==> config.mk <==
export PLATFORM = sky130hd
export DESIGN_NAME = tdm_demux_4ch
export DESIGN_NICKNAME = d
export VERILOG_FILES = /design/src/rtl/tdm_demux_4ch.sv
export SDC_FILE = /design/constraint.sdc
export NUM_CORES = 1
export LEC_CHECK = 0
export CAP_MARGIN = 20
export CORE_MARGIN = 5
export CORE_UTILIZATION = 55
export CTS_CLUSTER_DIAMETER = 150
export CTS_CLUSTER_SIZE = 20
export DETAILED_ROUTE_END_ITERATION = 7
export GPL_TIMING_DRIVEN = 0
export PLACE_DENSITY_LB_ADDON = 0.12
export SLEW_MARGIN = 5
export SYNTH_ARGS = -nofsm -noshare
export SYNTH_HDL_FRONTEND = slang
export SYNTH_SLANG_ARGS = --single-unit
export TNS_END_PERCENT = 10
==> constraint.sdc <==
create_clock -name clk -period 3.3 [get_ports clk]
set_clock_uncertainty 0.15 [all_clocks]
set_input_delay 0.99 -clock clk [delete_from_list [all_inputs] [get_ports clk]]
set_output_delay 0.99 -clock clk [all_outputs]
set_load 0.02 [all_outputs]
==> src/rtl/tdm_demux_4ch.sv <==
// Four-channel TDM demultiplexer: receives a serial stream of samples with a
// frame marker on slot 0 and commits complete frames to channel registers a..d.
module tdm_demux_4ch #(
    parameter int WIDTH = 8
) (
    input  logic             clk,
    input  logic             rst_n,
    input  logic [WIDTH-1:0] din,
    input  logic             din_valid,
    input  logic             frame_sync,
    output logic [WIDTH-1:0] a,
    output logic [WIDTH-1:0] b,
    output logic [WIDTH-1:0] c,
    output logic [WIDTH-1:0] d,
    output logic [1:0]       sel,
    output logic             frame_valid,
    output logic             locked,
    output logic             sync_err
);

    // state  | meaning
    // HUNT   | waiting for a valid beat carrying frame_sync
    // LOCKED | aligned; sel tracks the slot expected next

    localparam logic [0:0] HUNT   = 1'b0;
    localparam logic [0:0] LOCKED = 1'b1;

    logic [0:0]       state_q, state_d;
    logic [1:0]       sel_d;
    logic [WIDTH-1:0] s0_q, s1_q, s2_q;
    logic [WIDTH-1:0] s0_d, s1_d, s2_d;
    logic [WIDTH-1:0] a_d, b_d, c_d, d_d;
    logic             frame_valid_d;
    logic             sync_err_d;

    always_comb begin
        state_d       = state_q;
        sel_d         = sel;
        s0_d          = s0_q;
        s1_d          = s1_q;
        s2_d          = s2_q;
        a_d           = a;
        b_d           = b;
        c_d           = c;
        d_d           = d;
        frame_valid_d = 1'b0;
        sync_err_d    = 1'b0;

        if (din_valid) begin
            case (state_q)
                HUNT: begin
                    if (frame_sync) begin
                        s0_d    = din;
                        sel_d   = 2'd1;
                        state_d = LOCKED;
                    end
                end
                LOCKED: begin
                    if (frame_sync) begin
                        // A sync mid-frame abandons the partial frame and realigns here.
                        sync_err_d = (sel != 2'd0);
                        s0_d       = din;
                        sel_d      = 2'd1;
                    end else begin
                        case (sel)
                            2'd0: begin
                                sync_err_d = 1'b1;
                                sel_d      = 2'd0;
                                state_d    = HUNT;
                            end
                            2'd1: begin
                                s1_d  = din;
                                sel_d = 2'd2;
                            end
                            2'd2: begin
                                s2_d  = din;
                                sel_d = 2'd3;
                            end
                            default: begin
                                a_d           = s0_q;
                                b_d           = s1_q;
                                c_d           = s2_q;
                                d_d           = din;
                                frame_valid_d = 1'b1;
                                sel_d         = 2'd0;
                            end
                        endcase
                    end
                end
                default: begin
                    state_d = HUNT;
                    sel_d   = 2'd0;
                end
            endcase
        end
    end

    always_ff @(posedge clk or negedge rst_n) begin
        if (!rst_n) begin
            state_q     <= HUNT;
            sel         <= 2'd0;
            s0_q        <= '0;
            s1_q        <= '0;
            s2_q        <= '0;
            a           <= '0;
            b           <= '0;
            c           <= '0;
            d           <= '0;
            frame_valid <= 1'b0;
            sync_err    <= 1'b0;
            locked      <= 1'b0;
        end else begin
            state_q     <= state_d;
            sel         <= sel_d;
            s0_q        <= s0_d;
            s1_q        <= s1_d;
            s2_q        <= s2_d;
            a           <= a_d;
            b           <= b_d;
            c           <= c_d;
            d           <= d_d;
            frame_valid <= frame_valid_d;
            sync_err    <= sync_err_d;
            locked      <= (state_d == LOCKED);
        end
    end

endmodule

==> report_table.html <==
<table>
<tr><th>Metric</th><th>Value</th></tr>
<tr><th colspan="2">Status</th></tr>
<tr><td>Status</td><td>complete, no violations</td></tr>
<tr><th colspan="2">Die</th></tr>
<tr><td>Area of the core</td><td>4410 um2</td></tr>
<tr><td>Std-Cell Rows</td><td>24</td></tr>
<tr><td>Die height</td><td>78.0 um</td></tr>
<tr><td>Initial core utilization</td><td>0.577</td></tr>
<tr><td>Number of top-level pins</td><td>49</td></tr>
<tr><td>Die span in x</td><td>78.0 um</td></tr>
<tr><td>Die Area</td><td>6090 um2</td></tr>
<tr><th colspan="2">Global routing</th></tr>
<tr><td>Overflow after GRT</td><td>0</td></tr>
<tr><td>Maximum number of pins on one net before global-route repair</td><td>38</td></tr>
<tr><td>Wire length of the first global-routing pass</td><td>7.98 mm</td></tr>
<tr><td>Number of global-route vias before repair</td><td>1541</td></tr>
<tr><td>Initial antenna violation count</td><td>0</td></tr>
<tr><td>Aggregate global-route resource usage</td><td>0.171</td></tr>
<tr><th colspan="2">Synthesis</th></tr>
<tr><td>Synthesized flop and latch total</td><td>61</td></tr>
<tr><td>Post-Syn Nets</td><td>164</td></tr>
<tr><td>Area of the mapped netlist</td><td>2550 um2</td></tr>
<tr><td>Syn Inst Count</td><td>147</td></tr>
<tr><td>Synth Area per Inst</td><td>17.3 um2</td></tr>
<tr><td>Portion of the post-synthesis area used by sequential elements</td><td>0.600</td></tr>
<tr><td>Synth unique cells</td><td>18</td></tr>
<tr><td>Share of the synthesized area in the top cell type</td><td>0.600</td></tr>
<tr><td>Count of yosys warnings during synthesis</td><td>0</td></tr>
<tr><td>Cell accounting for the most synthesized area</td><td>dfrtp_1</td></tr>
<tr><td>Ranking of synthesized cells by area</td><td>dfrtp_1 60%, mux2_4 17%, mux2_2 12%</td></tr>
<tr><th colspan="2">Worst setup path</th></tr>
<tr><td>Crit path max-delay family</td><td>buffers and inverters</td></tr>
<tr><td>Slowest cell on crit path</td><td>clkdlybuf4s50_1</td></tr>
<tr><td>Crit Path Class</td><td>reg2out</td></tr>
<tr><td>Number of buffer and inverter instances along the worst setup path</td><td>1</td></tr>
<tr><td>Largest incremental delay on the critical path</td><td>0.64 ns</td></tr>
<tr><td>Crit Reg-Reg Startpoint</td><td>sel[0]</td></tr>
<tr><td>Critical path startpoint</td><td>sel[0]</td></tr>
<tr><td>Kind of start point of the critical path</td><td>flip-flop</td></tr>
<tr><td>Data arrival time of the critical path</td><td>1.39 ns</td></tr>
<tr><td>Nature of the critical path endpoint</td><td>primary output</td></tr>
<tr><td>Worst Path Required</td><td>2.16 ns</td></tr>
<tr><td>Cell chain of the critical path</td><td>clkdlybuf4s50_1</td></tr>
<tr><td>Highest net fanout along the worst path</td><td>6</td></tr>
<tr><th colspan="2">Drt</th></tr>
<tr><td>Uppermost layer routed</td><td>met4</td></tr>
<tr><td>Post-route DRC</td><td>0</td></tr>
<tr><td>Met3 wire length</td><td>250 um</td></tr>
<tr><td>First-pass iteration count of the detailed router</td><td>4</td></tr>
<tr><td>Met1 layer wirelength in the final routing</td><td>2.17 mm</td></tr>
<tr><td>Average wire length per cell after detail routing</td><td>18.0 um</td></tr>
<tr><td>Post-detailed-route via-to-cell ratio</td><td>5.32</td></tr>
<tr><td>Remaining antenna violation count after routing</td><td>0</td></tr>
<tr><td>Detail Route met2 WL</td><td>2.27 mm</td></tr>
<tr><td>Via total after detailed routing</td><td>1400</td></tr>
<tr><td>Violation count after the first detailed-route iteration</td><td>62</td></tr>
<tr><td>Total Routed Length</td><td>4.73 mm</td></tr>
<tr><th colspan="2">Cells and area</th></tr>
<tr><td>Most common library cell in the layout ignoring fill and taps</td><td>dfrtp_1</td></tr>
<tr><td>Proportion of layout cells with a drive suffix above 1</td><td>0.403</td></tr>
<tr><td># nets final</td><td>223</td></tr>
<tr><td>Syn-to-layout area delta</td><td>31.5%</td></tr>
<tr><td>Final Core Density</td><td>0.759</td></tr>
<tr><td>Diode insertion count for antenna repair</td><td>0</td></tr>
<tr><td>Commonest non-fill, non-tap cells in the layout</td><td>61 x dfrtp_1, 46 x clkdlybuf4s50_1, 29 x mux2_4, 27 x mux2_2, 13 x clkbuf_8</td></tr>
<tr><th colspan="2">STA</th></tr>
<tr><td>Max Clk Rate</td><td>396 MHz</td></tr>
<tr><td>Pins over their slew limit</td><td>0</td></tr>
<tr><td>Headroom to the max-slew limit</td><td>0.424</td></tr>
<tr><td>Number of failing setup endpoints in the final timing report</td><td>0</td></tr>
<tr><td>Post-layout minimum cycle time</td><td>2.53 ns</td></tr>
<tr><td>Total negative slack for setup checks</td><td>0 ns</td></tr>
<tr><td>Unrepaired setup endpoints after global routing</td><td>no</td></tr>
<tr><td>Hold Violations, Final</td><td>0</td></tr>
<tr><td>WHS</td><td>0.346 ns</td></tr>
<tr><td>Actual slew at the worst max-slew pin</td><td>0.864 ns</td></tr>
<tr><td>Share of the cycle needed by the critical path after routing</td><td>0.766</td></tr>
<tr><th colspan="2">Clocking</th></tr>
<tr><td>CTS Buf Count</td><td>9</td></tr>
<tr><td>Clk sink count</td><td>61</td></tr>
<tr><td>CTS Root Cell</td><td>clkbuf_8</td></tr>
<tr><td>PostCTS Resize Cnt</td><td>0</td></tr>
<tr><td>Post CTS Setup Buffer Count</td><td>0</td></tr>
<tr><td>Hold_buf cts</td><td>0</td></tr>
<tr><td>Buffer levels on the longest clock path</td><td>2</td></tr>
<tr><td>Clock insertion delay at the later pin of the skew report</td><td>0.32 ns</td></tr>
<tr><td>Clock transition at the register clock pins on the worst setup and hold paths after CTS</td><td>0.07 ns</td></tr>
<tr><td>TritonCTS clock tree</td><td>done</td></tr>
<tr><td>Number of H-tree branching levels</td><td>3</td></tr>
<tr><th colspan="2">Worst hold path</th></tr>
<tr><td>Worst hold path startpoint</td><td>s1_q[3]</td></tr>
<tr><td>Kind of path behind the tightest hold check</td><td>reg2reg</td></tr>
<tr><th colspan="2">Power and ir drop</th></tr>
<tr><td>Overall power of the completed layout</td><td>0.00331 W</td></tr>
<tr><td>Comb power frac</td><td>0.386</td></tr>
<tr><td>Worst ir drop on vdd</td><td>495 uV</td></tr>
<tr><td>Switching share of total power</td><td>0.300</td></tr>
<tr><td>Total leakage power</td><td>1.64 nW</td></tr>
<tr><td>Net Sw Power</td><td>0.000993 W</td></tr>
<tr><td>Internal power</td><td>0.00231 W</td></tr>
<tr><td>Sequential share of power</td><td>0.378</td></tr>
<tr><td>Power per Cell Area</td><td>988 nW/um2</td></tr>
<tr><td>Clock power frac</td><td>0.236</td></tr>
<tr><th colspan="2">Placed design</th></tr>
<tr><td>Routability congestion estimate</td><td>0.820</td></tr>
<tr><td>IO Port Bufs</td><td>47</td></tr>
<tr><td>Detailed Place HPWL</td><td>3.28 mm</td></tr>
<tr><th colspan="2">Job</th></tr>
<tr><td>Max Cap Viol</td><td>0</td></tr>
</table>
kinds of logic (layout without fill, tap and decap cells):
| group | after synthesis | after routing | share of synthesized area |
|---|---|---|---|
| fa+ha+maj | 5 | 5 | 0.0246 |
| flops | 61 | 61 | 0.600 |
| buf+inv | 10 | 74 | 0.0295 |
| compound gates | 3 | 3 | 0.00786 |
| mux | 56 | 56 | 0.290 |
| simple gates | 12 | 12 | 0.0482 |
power groups by stage:
stage,combinational [W],clock (W),sequential [W]
finish,0.00128,0.000780,0.00125
global route,0.00135,0.000832,0.00129
CTS,0.00130,0.000795,0.00125
detailed placement,0.00129,0,0.00126
global placement,0.00125,0,0.00124
floorplan,0.000504,0,0.00148
sequential cells by signal (all words and copies together), names as in the netlist:
name         count
a                8
b                8
c                8
d                8
s0_q             8
s1_q             8
s2_q             8
sel              2
frame_valid      1
state_q          1
sync_err         1
per-stage QoR:
stage / std cells / cell area [um2] / worst slack (ns)
detailed placement: 247 / 3100 / 0.682
global route: 263 / 3350 / 0.664
global placement: 246 / 3080 / -0.655
finish: 263 / 3350 / 0.772
CTS: 263 / 3350 / 0.743
floorplan: 147 / 2550 / 1.24
area by class of cell:
type / count / area, um2
flip-flops and latches: 61 / 1530
repair buffers: 48 / 493
clock buffers: 13 / 179
inverters: 4 / 15.0
plain buffers: 6 / 60.1
clock inverters: 3 / 65.1
fillers: 263 / 1070
multi-input cells: 76 / 945
well taps: 52 / 65.1
layer usage:
| layer | vias to the layer above | track usage |
|---|---|---|
| li1 | 640 | - |
| met1 | 716 | 0.233 |
| met2 | 39 | 0.255 |
| met3 | 5 | 0.0629 |
| met4 | 0 | 0.0557 |
| met5 | - | 0 |
path summary, 6_finish.rpt:
path	to	slack, ns	cells past startpoint
min reg2reg	b[3]	0.35	1
min	b[3]	0.35	1
max	sel[0]	0.77	1
max reg2reg	d[3]	1.66	4
min in group asynchronous	a[2]	0.62	1
max in group asynchronous	s0_q[7]	1.76	2
cell usage after synthesis:
master     n
inv_1      4
nand3_1    1
dfrtp_1   61
o221ai_1   1
nand4b_4   3
ha_1       5
buf_4      2
nor3_1     2
nand2_1    1
mux2_4    29
nor2_1     2
mux2_2    27
nand2_2    1
a31oi_1    1
buf_6      4
nor4bb_1   1
or3b_2     1
a21oi_1    1
Note: power is estimated with default switching activity, not from simulation.
